===== src/rtl/riscv_i32_trace_pack.sv =====
// Retirement-trace compressor: folds straight-line execution into counts and
// queues SYNC/BRANCH/SEQ packets into a word FIFO drained over valid/ack.
module riscv_i32_trace_pack #(
    parameter int unsigned FIFO_DEPTH  = 8,
    parameter int unsigned COUNT_MAX   = 65535,
    parameter int unsigned SYNC_PERIOD = 256
) (
    input  logic                          clk,
    input  logic                          clk__enable,
    input  logic                          reset_n,
    input  logic                          trace_enable,
    input  logic                          instr_valid,
    input  logic [31:0]                   pc,
    input  logic                          branch_taken,
    input  logic [31:0]                   branch_target,
    output logic                          trace_valid,
    output logic [31:0]                   trace_data,
    input  logic                          trace_ack,
    output logic [$clog2(FIFO_DEPTH):0]   fifo_level,
    output logic                          overflow
);
    localparam int AW = $clog2(FIFO_DEPTH);
    localparam int LW = AW + 1;

    localparam logic [3:0] TYPE_NONE        = 4'd0;
    localparam logic [3:0] TYPE_SYNC        = 4'd1;
    localparam logic [3:0] TYPE_BRANCH      = 4'd2;
    localparam logic [3:0] TYPE_SEQ         = 4'd3;
    localparam logic [3:0] TYPE_SYNC_BRANCH = 4'd4;

    logic [31:0]   mem [FIFO_DEPTH];
    logic [AW-1:0] wr_ptr;
    logic [AW-1:0] rd_ptr;
    logic [LW-1:0] level;

    logic [15:0]   seq_count;
    logic [31:0]   sync_ctr;
    logic          sync_pending;
    logic          enable_d;

    logic          accept;
    logic          eff_pending;
    logic [3:0]    pkt_type;
    logic [1:0]    pkt_len;
    logic [15:0]   pkt_count;
    logic [31:0]   pkt_word [3];
    logic [LW-1:0] free;
    logic          push;
    logic          drop;
    logic          pop;

    logic [15:0]   seq_count_next;
    logic [31:0]   sync_ctr_next;
    logic          sync_pending_next;
    logic          overflow_next;

    assign trace_valid = (level != '0);
    assign trace_data  = trace_valid ? mem[rd_ptr] : 32'd0;
    assign fifo_level  = level;
    assign pop         = trace_valid & trace_ack;

    // Packet selection; a rising trace_enable behaves as a pending sync.
    always_comb begin
        accept      = instr_valid & trace_enable;
        eff_pending = sync_pending | (trace_enable & ~enable_d);
        pkt_type    = TYPE_NONE;
        pkt_len     = 2'd0;
        pkt_count   = 16'd0;
        pkt_word[1] = pc;
        pkt_word[2] = branch_target;
        if (eff_pending) begin
            pkt_count = seq_count;
            if (branch_taken) begin
                pkt_type = TYPE_SYNC_BRANCH;
                pkt_len  = 2'd3;
            end else begin
                pkt_type = TYPE_SYNC;
                pkt_len  = 2'd2;
            end
        end else if (branch_taken) begin
            pkt_type    = TYPE_BRANCH;
            pkt_len     = 2'd2;
            pkt_count   = seq_count + 16'd1;
            pkt_word[1] = branch_target;
        end else if ({16'd0, seq_count} + 32'd1 == COUNT_MAX) begin
            pkt_type  = TYPE_SEQ;
            pkt_len   = 2'd1;
            pkt_count = 16'(COUNT_MAX);
        end
        pkt_word[0] = {pkt_type, overflow, 11'd0, pkt_count};

        // Free space is measured before this cycle's pop on purpose.
        free = LW'(FIFO_DEPTH) - level;
        push = accept && (pkt_len != 2'd0) && (free >= LW'(pkt_len));
        drop = accept && (pkt_len != 2'd0) && (free <  LW'(pkt_len));
    end

    always_comb begin
        seq_count_next    = seq_count;
        sync_ctr_next     = sync_ctr;
        sync_pending_next = eff_pending;
        overflow_next     = overflow;
        if (drop) begin
            seq_count_next    = 16'd0;
            overflow_next     = 1'b1;
            sync_pending_next = 1'b1;
        end else if (accept) begin
            case (pkt_type)
                TYPE_SYNC, TYPE_SYNC_BRANCH: begin
                    // A plain SYNC leaves the current instruction for the next count.
                    seq_count_next    = (pkt_type == TYPE_SYNC) ? 16'd1 : 16'd0;
                    sync_pending_next = 1'b0;
                    sync_ctr_next     = 32'd0;
                    overflow_next     = 1'b0;
                end
                TYPE_BRANCH, TYPE_SEQ: begin
                    seq_count_next = 16'd0;
                    if (sync_ctr + 32'd1 == SYNC_PERIOD) begin
                        sync_pending_next = 1'b1;
                        sync_ctr_next     = 32'd0;
                    end else begin
                        sync_ctr_next = sync_ctr + 32'd1;
                    end
                end
                default: seq_count_next = seq_count + 16'd1;
            endcase
        end
    end

    always_ff @(posedge clk) begin
        if (clk__enable) begin
            if (!reset_n) begin
                wr_ptr       <= '0;
                rd_ptr       <= '0;
                level        <= '0;
                seq_count    <= 16'd0;
                sync_ctr     <= 32'd0;
                sync_pending <= 1'b1;
                overflow     <= 1'b0;
                enable_d     <= 1'b0;
            end else begin
                if (push) begin
                    wr_ptr <= wr_ptr + AW'(pkt_len);
                end
                if (pop) begin
                    rd_ptr <= rd_ptr + AW'(1);
                end
                level        <= level + (push ? LW'(pkt_len) : LW'(0)) - (pop ? LW'(1) : LW'(0));
                seq_count    <= seq_count_next;
                sync_ctr     <= sync_ctr_next;
                sync_pending <= sync_pending_next;
                overflow     <= overflow_next;
                enable_d     <= trace_enable;
            end
        end
    end

    // All words of a packet land in one cycle; storage itself is not reset.
    always_ff @(posedge clk) begin
        if (clk__enable && reset_n && push) begin
            for (int i = 0; i < 3; i++) begin
                if (i < int'(pkt_len)) begin
                    mem[wr_ptr + AW'(i)] <= pkt_word[i];
                end
            end
        end
    end
endmodule

===== config.mk =====
export PLATFORM = sky130hd
export DESIGN_NAME = riscv_i32_trace_pack
export DESIGN_NICKNAME = d
export VERILOG_FILES = /design/src/rtl/riscv_i32_trace_pack.sv
export SDC_FILE = /design/constraint.sdc
export NUM_CORES = 1
export LEC_CHECK = 0
export ABC_CLOCK_PERIOD_IN_PS = 7300
export BUFFER_PORTS_ARGS = -buffer_cell sky130_fd_sc_hd__buf_2
export CORE_MARGIN = 2
export CORE_UTILIZATION = 30
export CTS_CLUSTER_SIZE = 8
export DETAILED_ROUTE_END_ITERATION = 6
export PLACE_DENSITY = 0.5
export SLEW_MARGIN = 30
export SYNTH_ARGS = -nofsm -noshare
export SYNTH_HDL_FRONTEND = slang
export SYNTH_SLANG_ARGS = --single-unit

===== constraint.sdc =====
create_clock -name clk -period 7.3 [get_ports clk]
set_clock_uncertainty 0.2 [all_clocks]
set_input_delay 0.365 -clock clk [delete_from_list [all_inputs] [get_ports clk]]
set_output_delay 0.365 -clock clk [all_outputs]
set_load 0.03 [all_outputs]

==> impl_metrics.yaml <==
status:
  status: "complete, no violations"
place:
  dp_cells: 2363
  placed_cell_area_sq_um: 19900
  io_buffers: 108
  dp_hpwl_mm: 40.1
  gp_congestion: 0.882
  place_ws_ps: 1930
synthesis:
  synth_top_area_cell: "edfxtp_1"
  syn_inst: 1589
  synth_seq_cells: 320
  syn_area_sq_um: 18500
  ys_seq_area_frac: 0.517
  synthTopCellsByArea: "edfxtp_1, mux4_2, a21oi_1"
  synth-main-ff-cell: "edfxtp_1"
  async_reset_ff_frac: 0
  syn_avg_cell_area_sq_um: 11.7
  yosysUniqueCellTypes: 84
  ys_warn_count: 0
  syn_nets: 1677
  synth-edff-count: 317
  synth_top_area_frac: 0.514
drt:
  post_drt_wl_per_cell_microns: 26.3
  firstDrtPassIters: 6
  viasPerCell: 5.91
  drt_iter0_markers: 1431
  routed_wl_mm: 65.4
  num_vias: 14700
  ant_nets: 0
  drc: 0
grt:
  grt_pass1_wl_mm: 96.4
  grt_pass1_vias: 14700
  antenna_found_initial: 6
  grt_usage: 0.203
  grt_max_degree: 65
  grt.overflow.total: 0
clock_tree:
  max-clock-path-buffers: 3
  cts.sinks: 320
  cts_tree: "built"
  cts_made_buffers: 46
  htree_num_levels: 2
  clock_latency_ps: 600
  postCtsSetupBuffers: 0
  clockRootBuffer: "clkbuf_16"
  clk_pin_slew_ps: 50
finish:
  final_common_cell: "edfxtp_1"
  layout-drive-gt1-share: 0.200
  final_core_util: 0.356
  num-nets-final: 1773
  syn_to_final_growth_pct: 18.0
  final_cells: 2488
  final_cell_area_sq_um: 21900
  final_cell_mix: "edfxtp_1, a21oi_1, nor2_1"
pwr:
  peakVddDrop_mv: 0.161
  p_total_mw: 4.85
  p_leak_nw: 7.53
  power_density_nw_per_um2: 222
critical_path:
  cp_top_family: "simple AND/OR/NAND/NOR gates"
  crit_slowest_cell: "nand2_1"
  cp_max_fo: 15
  cp.required_ps: 7550
  worstSetupEndpointType: "register"
  timing.rr.start: "seq_count[4]"
  path_cells: "nand4_4, or4_1, or3_4, a221oi_4, nand3_4, nand2_1, ha_1, and2_1, o41ai_4, buf_4, or3_1, nand2_1, a21oi_1, a221o_1, dlygate4sd3_1"
  crit_type: "reg2reg"
  worst_ep_arrival_time_ps: 6140
  cp_num_buf_inv: 2
  cp_common_cell: "nand2_1"
  slowest_delay_ps: 660
  crit_start: "seq_count[4]"
  start_kind: "register"
worst_hold_path:
  min_from: "pc[9]"
  hp-class: "in2reg"
sta:
  period_needed_ps: 5890
  timing.slew.headroom: 0.352
  fin_tns_setup_ps: 0
  slew_viol_final: 0
  setup_viol: 0
  tightest_slew_ps: 965
  timing.final.crit_share: 0.807
  fin_hold_ws_ps: 36.6
  setup_slack_ps: 1410
  fmax_mhz: 170
  finalHoldViolations: 0
  rsz0062_at_grt: "false"
floorplan:
  dieWidth_microns: 253
  core_area_sq_um: 61400
  dieArea_sq_um: 63800
  fp-row-count: 91
  die_h_microns: 253
  initial_core_util: 0.302
  io_pins: 109
flow_run:
  cap_violations: 0
==> power breakdown <==
group / internal (mW) / switching, mW
clock: 1.15 / 0.826
combinational: 0.280 / 0.481
sequential: 2.07 / 0.0486
total: 3.50 / 1.36
==> final cells by class <==
class | count | area, sq um
Fill cell | 5983 | 39500
Sequential cell | 320 | 9590
Multi-Input combinational cell | 1065 | 8290
Timing Repair Buffer | 223 | 1600
Clock buffer | 55 | 1190
Tap cell | 790 | 988
Inverter | 29 | 109
Clock inverter | 4 | 83.8
Antenna cell | 2 | 5.00
==> synth_stat cells (all sizes together), types with 8 or more instances <==
cell type	instances
and2	21
a22o	99
nor2	116
a22oi	8
mux4	64
ha	15
or3	10
nor4	19
xnor2	29
and3	10
o21ai	30
a21oi	179
a21o	9
inv	28
nand4	17
nand2b	10
a221o	56
mux2i	37
edfxtp	317
a31oi	9
clkbuf	76
o22ai	88
nand2	61
nor3	41
buf	99
xor2	19
nand3	36
==> cell families after synthesis <==
group,after synthesis,share of synthesized area
flip-flops,320,0.517
multiplexers,105,0.100
adder cells (fa/ha/maj),17,0.0123
AND/OR/NAND/NOR,371,0.103
AO/OA/AOI/OAI,524,0.198
buffers and inverters,204,0.0462
XOR/XNOR,48,0.0227
==> final timing paths <==
check,endpoint,slack (ps),cells past startpoint
max,mem[3][14],1410,15
min,mem[2][9],40,2
max reg2reg,mem[3][14],1410,15
min reg2reg,register,320,1
==> registers in the layout, indices dropped and copies added, names as in the netlist, named ones only <==
signal,count
enable_d,1
fifo_level,4
mem,256
overflow,1
rd_ptr,3
seq_count,16
sync_ctr,32
sync_pending,1
wr_ptr,3
==> routing by layer <==
metal  share of wire  track usage
met1            0.40        0.264
met2            0.47        0.330
met3           0.085       0.0396
met4           0.037       0.0820
met5         0.00076            0
==> repair_timing <==
action,in CTS,in global routing
endpoints found under the hold margin,136,0
gates resized for setup,0,0
endpoints found under the setup margin,0,0
hold buffers,64,0
Power figures use the tool's default switching activity.
